### config.mk
export PLATFORM = sky130hd
export DESIGN_NAME = multicycle_controller
export DESIGN_NICKNAME = d
export VERILOG_FILES = /design/src/rtl/riscv_ctrl_pkg.sv /design/src/rtl/multicycle_controller_alu_decoder.sv /design/src/rtl/multicycle_controller.sv
export SDC_FILE = /design/constraint.sdc
export NUM_CORES = 1
export LEC_CHECK = 0
export BUFFER_PORTS_ARGS = -buffer_cell sky130_fd_sc_hd__buf_4
export CAP_MARGIN = 30
export CORE_MARGIN = 3
export CORE_UTILIZATION = 40
export DETAILED_ROUTE_END_ITERATION = 7
export GPL_TIMING_DRIVEN = 0
export HOLD_SLACK_MARGIN = 0.15
export PLACE_DENSITY_LB_ADDON = 0.25
export SETUP_SLACK_MARGIN = 0.2
export SLEW_MARGIN = 20
export SYNTH_ARGS = -nofsm -noshare
export SYNTH_HDL_FRONTEND = slang
export SYNTH_SLANG_ARGS = --single-unit
### constraint.sdc
create_clock -name clk -period 1.6 [get_ports clk]
set_input_delay 0.32 -clock clk [delete_from_list [all_inputs] [get_ports clk]]
set_output_delay 0.32 -clock clk [all_outputs]
set_load 0.02 [all_outputs]
### src/rtl/riscv_ctrl_pkg.sv
// rtl/riscv_ctrl_pkg.sv - shared types and encodings for the multicycle RV32I controller
package riscv_ctrl_pkg;

    localparam int STATE_BITS = 4;

    typedef enum logic [STATE_BITS-1:0] {
        S_FETCH    = 4'd0,
        S_DECODE   = 4'd1,
        S_MEMADR   = 4'd2,
        S_MEMREAD  = 4'd3,
        S_MEMWB    = 4'd4,
        S_MEMWRITE = 4'd5,
        S_EXECUTER = 4'd6,
        S_EXECUTEI = 4'd7,
        S_ALUWB    = 4'd8,
        S_BEQ      = 4'd9,
        S_JAL      = 4'd10,
        S_LUI      = 4'd11
    } state_t;

    localparam logic [6:0] OP_LOAD   = 7'b0000011;
    localparam logic [6:0] OP_STORE  = 7'b0100011;
    localparam logic [6:0] OP_RTYPE  = 7'b0110011;
    localparam logic [6:0] OP_ITYPE  = 7'b0010011;
    localparam logic [6:0] OP_BRANCH = 7'b1100011;
    localparam logic [6:0] OP_JAL    = 7'b1101111;
    localparam logic [6:0] OP_LUI    = 7'b0110111;

    localparam logic [2:0] IMM_I = 3'b000;
    localparam logic [2:0] IMM_S = 3'b001;
    localparam logic [2:0] IMM_B = 3'b010;
    localparam logic [2:0] IMM_U = 3'b011;
    localparam logic [2:0] IMM_J = 3'b100;

    localparam logic [2:0] ALU_ADD = 3'b000;
    localparam logic [2:0] ALU_SUB = 3'b001;
    localparam logic [2:0] ALU_AND = 3'b010;
    localparam logic [2:0] ALU_OR  = 3'b011;
    localparam logic [2:0] ALU_XOR = 3'b100;
    localparam logic [2:0] ALU_SLT = 3'b101;

    localparam logic [1:0] ALUOP_ADD   = 2'b00;
    localparam logic [1:0] ALUOP_SUB   = 2'b01;
    localparam logic [1:0] ALUOP_FUNCT = 2'b10;

    localparam logic [1:0] RES_ALUOUT    = 2'b00;
    localparam logic [1:0] RES_DATA      = 2'b01;
    localparam logic [1:0] RES_ALURESULT = 2'b10;

    localparam logic [1:0] SRCA_PC    = 2'b00;
    localparam logic [1:0] SRCA_OLDPC = 2'b01;
    localparam logic [1:0] SRCA_AREG  = 2'b10;
    localparam logic [1:0] SRCA_ZERO  = 2'b11;

    localparam logic [1:0] SRCB_WDATA = 2'b00;
    localparam logic [1:0] SRCB_IMM   = 2'b01;
    localparam logic [1:0] SRCB_FOUR  = 2'b10;

    function automatic logic [2:0] imm_src_of(input logic [6:0] op);
        case (op)
            OP_STORE:  return IMM_S;
            OP_BRANCH: return IMM_B;
            OP_LUI:    return IMM_U;
            OP_JAL:    return IMM_J;
            default:   return IMM_I;
        endcase
    endfunction

endpackage

### src/rtl/multicycle_controller_alu_decoder.sv
// rtl/multicycle_controller_alu_decoder.sv - maps ALUOp and funct fields to ALUControl
module alu_decoder
    import riscv_ctrl_pkg::*;
(
    input  logic [1:0] ALUOp,
    input  logic [2:0] funct3,
    input  logic       funct7b5,
    input  logic       op5,
    output logic [2:0] ALUControl
);

    always_comb begin
        ALUControl = ALU_ADD;
        if (ALUOp == ALUOP_SUB) begin
            ALUControl = ALU_SUB;
        end else if (ALUOp == ALUOP_FUNCT) begin
            case (funct3)
                // op5 separates R-type sub from addi with bit 30 set in its immediate
                3'b000:  ALUControl = (funct7b5 && op5) ? ALU_SUB : ALU_ADD;
                3'b010:  ALUControl = ALU_SLT;
                3'b100:  ALUControl = ALU_XOR;
                3'b110:  ALUControl = ALU_OR;
                3'b111:  ALUControl = ALU_AND;
                default: ALUControl = ALU_ADD;
            endcase
        end
    end

endmodule

### src/rtl/multicycle_controller.sv
// rtl/multicycle_controller.sv - multicycle RV32I control FSM; MEM_WAIT_EN adds MemReady handshaking
module multicycle_controller
    import riscv_ctrl_pkg::*;
#(
    parameter int STATE_W = 4
) (
    input  logic               clk,
    input  logic               rst_n,
    input  logic [6:0]         op,
    input  logic [2:0]         funct3,
    input  logic               funct7b5,
    input  logic               Zero,
`ifdef MEM_WAIT_EN
    input  logic               MemReady,
`endif
    output logic               PCWrite,
    output logic               AdrSrc,
    output logic               MemWrite,
    output logic               IRWrite,
    output logic [1:0]         ResultSrc,
    output logic [1:0]         ALUSrcA,
    output logic [1:0]         ALUSrcB,
    output logic [2:0]         ALUControl,
    output logic [2:0]         ImmSrc,
    output logic               RegWrite,
    output logic               Illegal,
    output logic [STATE_W-1:0] StateDbg
);

    state_t     state_q, state_d;
    logic       mem_go;
    logic [1:0] alu_op;
    logic       pc_write, mem_write, ir_write, reg_write, illegal_op;

`ifdef MEM_WAIT_EN
    assign mem_go = MemReady;
`else
    assign mem_go = 1'b1;
`endif

    always_ff @(posedge clk or negedge rst_n) begin
        if (!rst_n) state_q <= S_FETCH;
        else        state_q <= state_d;
    end

    always_comb begin
        state_d = state_q;
        case (state_q)
            S_FETCH:    if (mem_go) state_d = S_DECODE;
            S_DECODE: begin
                case (op)
                    OP_LOAD, OP_STORE: state_d = S_MEMADR;
                    OP_RTYPE:          state_d = S_EXECUTER;
                    OP_ITYPE:          state_d = S_EXECUTEI;
                    OP_BRANCH:         state_d = S_BEQ;
                    OP_JAL:            state_d = S_JAL;
                    OP_LUI:            state_d = S_LUI;
                    default:           state_d = S_FETCH;
                endcase
            end
            S_MEMADR:   state_d = op[5] ? S_MEMWRITE : S_MEMREAD;
            S_MEMREAD:  if (mem_go) state_d = S_MEMWB;
            S_MEMWRITE: if (mem_go) state_d = S_FETCH;
            S_EXECUTER, S_EXECUTEI, S_LUI, S_JAL: state_d = S_ALUWB;
            default:    state_d = S_FETCH;
        endcase
    end

    always_comb begin
        pc_write   = 1'b0;
        mem_write  = 1'b0;
        ir_write   = 1'b0;
        reg_write  = 1'b0;
        illegal_op = 1'b0;
        AdrSrc     = 1'b0;
        ResultSrc  = RES_ALUOUT;
        ALUSrcA    = SRCA_PC;
        ALUSrcB    = SRCB_WDATA;
        alu_op     = ALUOP_ADD;
        case (state_q)
            S_FETCH: begin
                ir_write  = mem_go;
                pc_write  = mem_go;
                ALUSrcB   = SRCB_FOUR;
                ResultSrc = RES_ALURESULT;
            end
            S_DECODE: begin
                ALUSrcA = SRCA_OLDPC;
                ALUSrcB = SRCB_IMM;
                case (op)
                    OP_LOAD, OP_STORE, OP_RTYPE, OP_ITYPE,
                    OP_BRANCH, OP_JAL, OP_LUI: illegal_op = 1'b0;
                    default:                   illegal_op = 1'b1;
                endcase
            end
            S_MEMADR: begin
                ALUSrcA = SRCA_AREG;
                ALUSrcB = SRCB_IMM;
            end
            S_MEMREAD:  AdrSrc = 1'b1;
            S_MEMWB: begin
                ResultSrc = RES_DATA;
                reg_write = 1'b1;
            end
            S_MEMWRITE: begin
                AdrSrc    = 1'b1;
                mem_write = mem_go;
            end
            S_EXECUTER: begin
                ALUSrcA = SRCA_AREG;
                alu_op  = ALUOP_FUNCT;
            end
            S_EXECUTEI: begin
                ALUSrcA = SRCA_AREG;
                ALUSrcB = SRCB_IMM;
                alu_op  = ALUOP_FUNCT;
            end
            S_LUI: begin
                ALUSrcA = SRCA_ZERO;
                ALUSrcB = SRCB_IMM;
            end
            S_ALUWB:    reg_write = 1'b1;
            S_BEQ: begin
                // funct3[0] inverts the sense of Zero, turning beq into bne
                ALUSrcA  = SRCA_AREG;
                alu_op   = ALUOP_SUB;
                pc_write = Zero ^ funct3[0];
            end
            S_JAL: begin
                ALUSrcA  = SRCA_OLDPC;
                ALUSrcB  = SRCB_FOUR;
                pc_write = 1'b1;
            end
            default: ;
        endcase
    end

    alu_decoder u_alu_decoder (
        .ALUOp      (alu_op),
        .funct3     (funct3),
        .funct7b5   (funct7b5),
        .op5        (op[5]),
        .ALUControl (ALUControl)
    );

    // Write enables are masked by reset directly so an abandoned instruction cannot commit
    assign PCWrite  = pc_write   & rst_n;
    assign MemWrite = mem_write  & rst_n;
    assign IRWrite  = ir_write   & rst_n;
    assign RegWrite = reg_write  & rst_n;
    assign Illegal  = illegal_op & rst_n;
    assign ImmSrc   = imm_src_of(op);
    assign StateDbg = STATE_W'(state_q);

endmodule
==> run_results.csv, run 1 <==
group,metric,value,unit
floorplanning,die_width,46.5,µm
cts,clockBufferDepth,2,
cts,cts-root-buf,"clkbuf_4",
yosys,netlist_top_cells_area,"dfrtp_1 15%, nor4b_2 4.6%, nor2_1 4.0%, xnor2_1 4.0%, a21oi_1 3.8%",
yosys,ys_async_sr_fraction,100,%
yosys,synth_edf_count,0,
cts,h-tree-depth,1,
yosys,synth.distinct_cells,43,
timing,postGrtWorstEndpoint,"ALUSrcA[0]",
yosys,syn_area,656,µm²
yosys,ys_ff_latch,4,
floorplanning,rows,13,
floorplanning,ios,36,
yosys,synth.top_cell.area_share,15.3,%
timing,worst-ep-kind,"primary output",
place,place_congestion,0.866,
yosys,synth_flop_cell,"dfrtp_1",
yosys,yosys_warnings,0,
status,error_message,"[ERROR DPL-0038] Utilization greater than 100%, impossible to legalize",
floorplanning,die_h,46.5,µm
status,status,"stopped before the end",
floorplanning,initial_core_util,46.3,%
cts,cts-buffers-inserted,3,
place,dp_hpwl,1520,µm
global_routing,grt_max_degree,11,
place,port_buffers,32,
yosys,synth_top_area_cell,"dfrtp_1",
yosys,syn_nets,99,
yosys,syn_avg_cell_area,7.71,µm²
cts,cts.sinks,4,
status,lastStage,"global routing (5_1_grt)",
yosys,synth.yosys.seq_area_share,15.3,%
yosys,syn-instance-count,85,
-- kinds of logic after synthesis --
| logic type | count (synthesis) | synth area share, % |
|---|---|---|
| and+or+nand+nor | 41 | 39.5 |
| xor gates and xnor gates | 5 | 7.83 |
| AOI/OAI and AO/OA | 25 | 27.7 |
| DFF | 4 | 15.3 |
| buffers and inverters | 10 | 9.73 |
-- timing repair --
item,4_1_cts
resized for setup,26
buffers inserted,15
hold endpoints to repair,4
pin swaps,11
endpoints found under the setup margin,16
gates cloned,1
hold buffers,1
-- Yosys cell counts (3+ instances only) --
master and number:
nor2_1 7, nand2_1 6, a21oi_1 5, and3_1 4
dfrtp_1 4, nor3_1 4, o21ai_0 4, buf_2 3
inv_1 3, nand2b_1 3, xnor2_1 3
-- per-stage QoR --
stage,hold slack [ns],std cells,worst slack (ns),instance area (µm²),setup TNS (ns)
after floorplan,0.0244,85,0.0328,763,0
after global placement,0.137,132,-0.00829,1020,-0.00829
after detailed placement,0.138,132,-0.0314,1020,-0.0432
after CTS,0.326,152,-0.200,1290,-1.62
==> inputs of run 2 (changes only) <==
--- a/config.mk
+++ b/config.mk
@@ -7,13 +7,11 @@
 export LEC_CHECK = 0
 export BUFFER_PORTS_ARGS = -buffer_cell sky130_fd_sc_hd__buf_4
 export CAP_MARGIN = 30
-export CORE_MARGIN = 3
-export CORE_UTILIZATION = 40
+export CORE_AREA = 3 3 64 66
 export DETAILED_ROUTE_END_ITERATION = 7
+export DIE_AREA = 0 0 67 69
 export GPL_TIMING_DRIVEN = 0
-export HOLD_SLACK_MARGIN = 0.15
-export PLACE_DENSITY_LB_ADDON = 0.25
-export SETUP_SLACK_MARGIN = 0.2
+export PLACE_DENSITY_LB_ADDON = 0.15
 export SLEW_MARGIN = 20
 export SYNTH_ARGS = -nofsm -noshare
 export SYNTH_HDL_FRONTEND = slang
==> run 2 against run 1 <==
Effect of this change: synthesized cell count stayed put; area after synthesis did not move; the flow now finishes, with violations (setup timing).
==> run_results.csv, run 2 <==
group,metric,value,unit
timing,min_period,1.80,ns
finish,stdcell_area,0.00133,mm²
cts,clk_latency,0.22,ns
yosys,synth_flop_cell,"dfrtp_1",
worst_setup_path,worstPathRequired,1.28,ns
routing,drc,0,
yosys,syn_avg_cell_area,7.71,µm²
global_routing,grt_max_degree,11,
yosys,synth_edf_count,0,
cts,clockBufferDepth,2,
global_routing,globalRouteOverflowTotal,0,
yosys,synth_top_area_cell,"dfrtp_1",
timing,hold_slack,0.331,ns
yosys,syn_area,656,µm²
routing,drt-total-wl,2530,µm
timing,setup_viol,14,
routing,ant_nets,0,
yosys,netlist_top_cells_area,"dfrtp_1 15%, nor4b_2 4.6%, nor2_1 4.0%, xnor2_1 4.0%, a21oi_1 3.8%",
cts,cts_tree,"built",
finish,largest_register_ffs,4,
yosys,synth.distinct_cells,43,
timing,fin_tns_setup,-1.58,ns
global_routing,grt_antenna_before_repair,0,
timing,relSlewSlack,69.0,%
cts,cts-root-buf,"clkbuf_8",
finish,layout_common_cells,"39 x buf_4, 12 x buf_6, 6 x nor2_1",
floorplanning,ios,36,
floorplanning,initial_core_util,18.0,%
routing,drtIter0Drc,22,
yosys,syn_nets,99,
timing,worst_slew_pin_slew,0.463,ns
global_routing,grt_pass1_wl,3910,µm
cts,cts.sinks,4,
cts,clk_pin_slew,0.03,ns
place,port_buffers,32,
worst_setup_path,critPathMaxStageDelay,0.47,ns
status,status,"complete, but fails checks",
yosys,ys_ff_latch,4,
routing,vias,869,
timing,max_freq,555,MHz
finish,final_common_cell,"buf_4",
timing,rsz0062_at_grt,"yes",
finish,fin_nets,152,
worst_setup_path,critPathKind,"flop to output port",
yosys,synth.yosys.seq_area_share,15.3,%
yosys,synth.top_cell.area_share,15.3,%
yosys,ys_async_sr_fraction,100,%
worst_setup_path,end_kind,"output port",
run,maxCapViolations,0,
cts,cts-buffers-inserted,3,
finish,final_util,36.6,%
floorplanning,die_area,0.00462,mm²
floorplanning,die_h,69,µm
yosys,synthTopCellsByCount,"7 x nor2_1, 6 x nand2_1, 5 x a21oi_1",
place,dp_hpwl,1770,µm
finish,antenna_cells,0,
hold_path,hp-class,"input pin to flop",
worst_setup_path,crit_fanout,8,
timing,worst_slack,-0.202,ns
worst_setup_path,cpMaxStageDelayCell,"dfrtp_2",
yosys,syn-instance-count,85,
worst_setup_path,start_kind,"flop",
floorplanning,rows,22,
timing,fin_skew,0.00397,ns
finish,multi_input_area,632,µm²
power,power.density,1020,mW/mm²
floorplanning,core-area,0.00363,mm²
yosys,synth.most_common_cell,"nor2_1",
finish,area_delta_synth_final,103,%
routing,viasPerCell,4.70,
place,place_congestion,0.778,
global_routing,grt_util_all_layers,10.7,%
cts,h-tree-depth,1,
power,p_leak,0.000604,µW
timing,drv_slew,0,
finish,seq_area,105,µm²
yosys,yosys_warnings,0,
power,max-vdd-ir-drop,0.000273,V
worst_setup_path,cp.arrival,1.48,ns
worst_setup_path,path_cells,"buf_8, o21bai_1, a31oi_1, nor4b_4, buf_4",
status,violations,"setup timing",
routing,drt_pass1_iterations,4,
timing,hold_viol,0,
finish,fillers,405,
finish,drive_gt1_share,64.2,%
routing,detail_route.wl_per_cell,13.7,µm
power,finalPower,1360,µW
floorplanning,die_width,67,µm
place,placedInstanceArea,0.00100,mm²
global_routing,grt_pass1_vias,843,
timing,fin_crit_sh,113,%
==> run 2: cell counts after synthesis <==
No cell type changed its count.
==> run 2: worst paths after layout <==
kind	from	end	slack, ns	depth (start not counted)
worst max-delay path	StateDbg[3]$_DFF_PN0_	PCWrite	-0.20	5
worst min-delay path	op[3]	StateDbg[3]$_DFF_PN0_	0.33	2
worst max register to register	StateDbg[2]$_DFF_PN0_	StateDbg[1]$_DFF_PN0_	0.12	4
worst min register to register	StateDbg[2]$_DFF_PN0_	StateDbg[2]$_DFF_PN0_	0.75	3
max in group asynchronous	rst_n	StateDbg[1]$_DFF_PN0_	0.87	2
min in group asynchronous	rst_n	StateDbg[2]$_DFF_PN0_	0.53	2
==> run 2: per-stage QoR <==
stage / setup slack [ns] / instances
after floorplan: -0.0778 / 85
after global placement: -0.126 / 165
after detailed placement: -0.117 / 165
after CTS: -0.198 / 182
after global routing: -0.285 / 185
final: -0.202 / 185
==> run 2: timing repair <==
| item | 4_1_cts | 5_1_grt |
|---|---|---|
| cloned | 0 | 0 |
| gates resized for setup | 27 | 14 |
| pin swaps | 4 | 4 |
| hold buffers | 1 | 0 |
| hold endpoints to repair | 4 | 0 |
| endpoints found under the setup margin | 15 | 15 |
| buffers inserted | 12 | 3 |
==> run 2: cell families after synthesis <==
family	synth area share [%]
simple gates	39.5
compound gates	27.7
buf+inv	9.73
xor+xnor	7.83
flops	15.3
==> run 2: layout make-up <==
cell class	count	area share, %
sequential	4	7.90
tap	48	4.52
timing repair buffer	48	29.8
buffer	7	5.74
multi-input combinational	71	47.5
inverter	3	1.13
clock buffer	4	3.39
==> run 2: worst max-delay path: cells and delay by family (launching register included) <==
kind / cells / cell delay [ns]
buffers and inverters: 2 / 0.35
AO/OA/AOI/OAI: 2 / 0.22
flip-flops: 1 / 0.47
AND/OR/NAND/NOR: 1 / 0.22
==> run 2: metal layers <==
metal | wire length, µm | track usage (%)
met1 | 1060 | 13.8
met2 | 1260 | 17.5
met3 | 183 | 1.47
met4 | 25 | 4.05
met5 | 0 | 0
==> run 2: report_power, final <==
part	switching, µW	internal [µW]	total, µW
Clock	55.1	170	225
Sequential	30.4	122	152
Combinational	485	495	980
Total	570	787	1360
No activity file was read; power rests on OpenSTA's default activity.
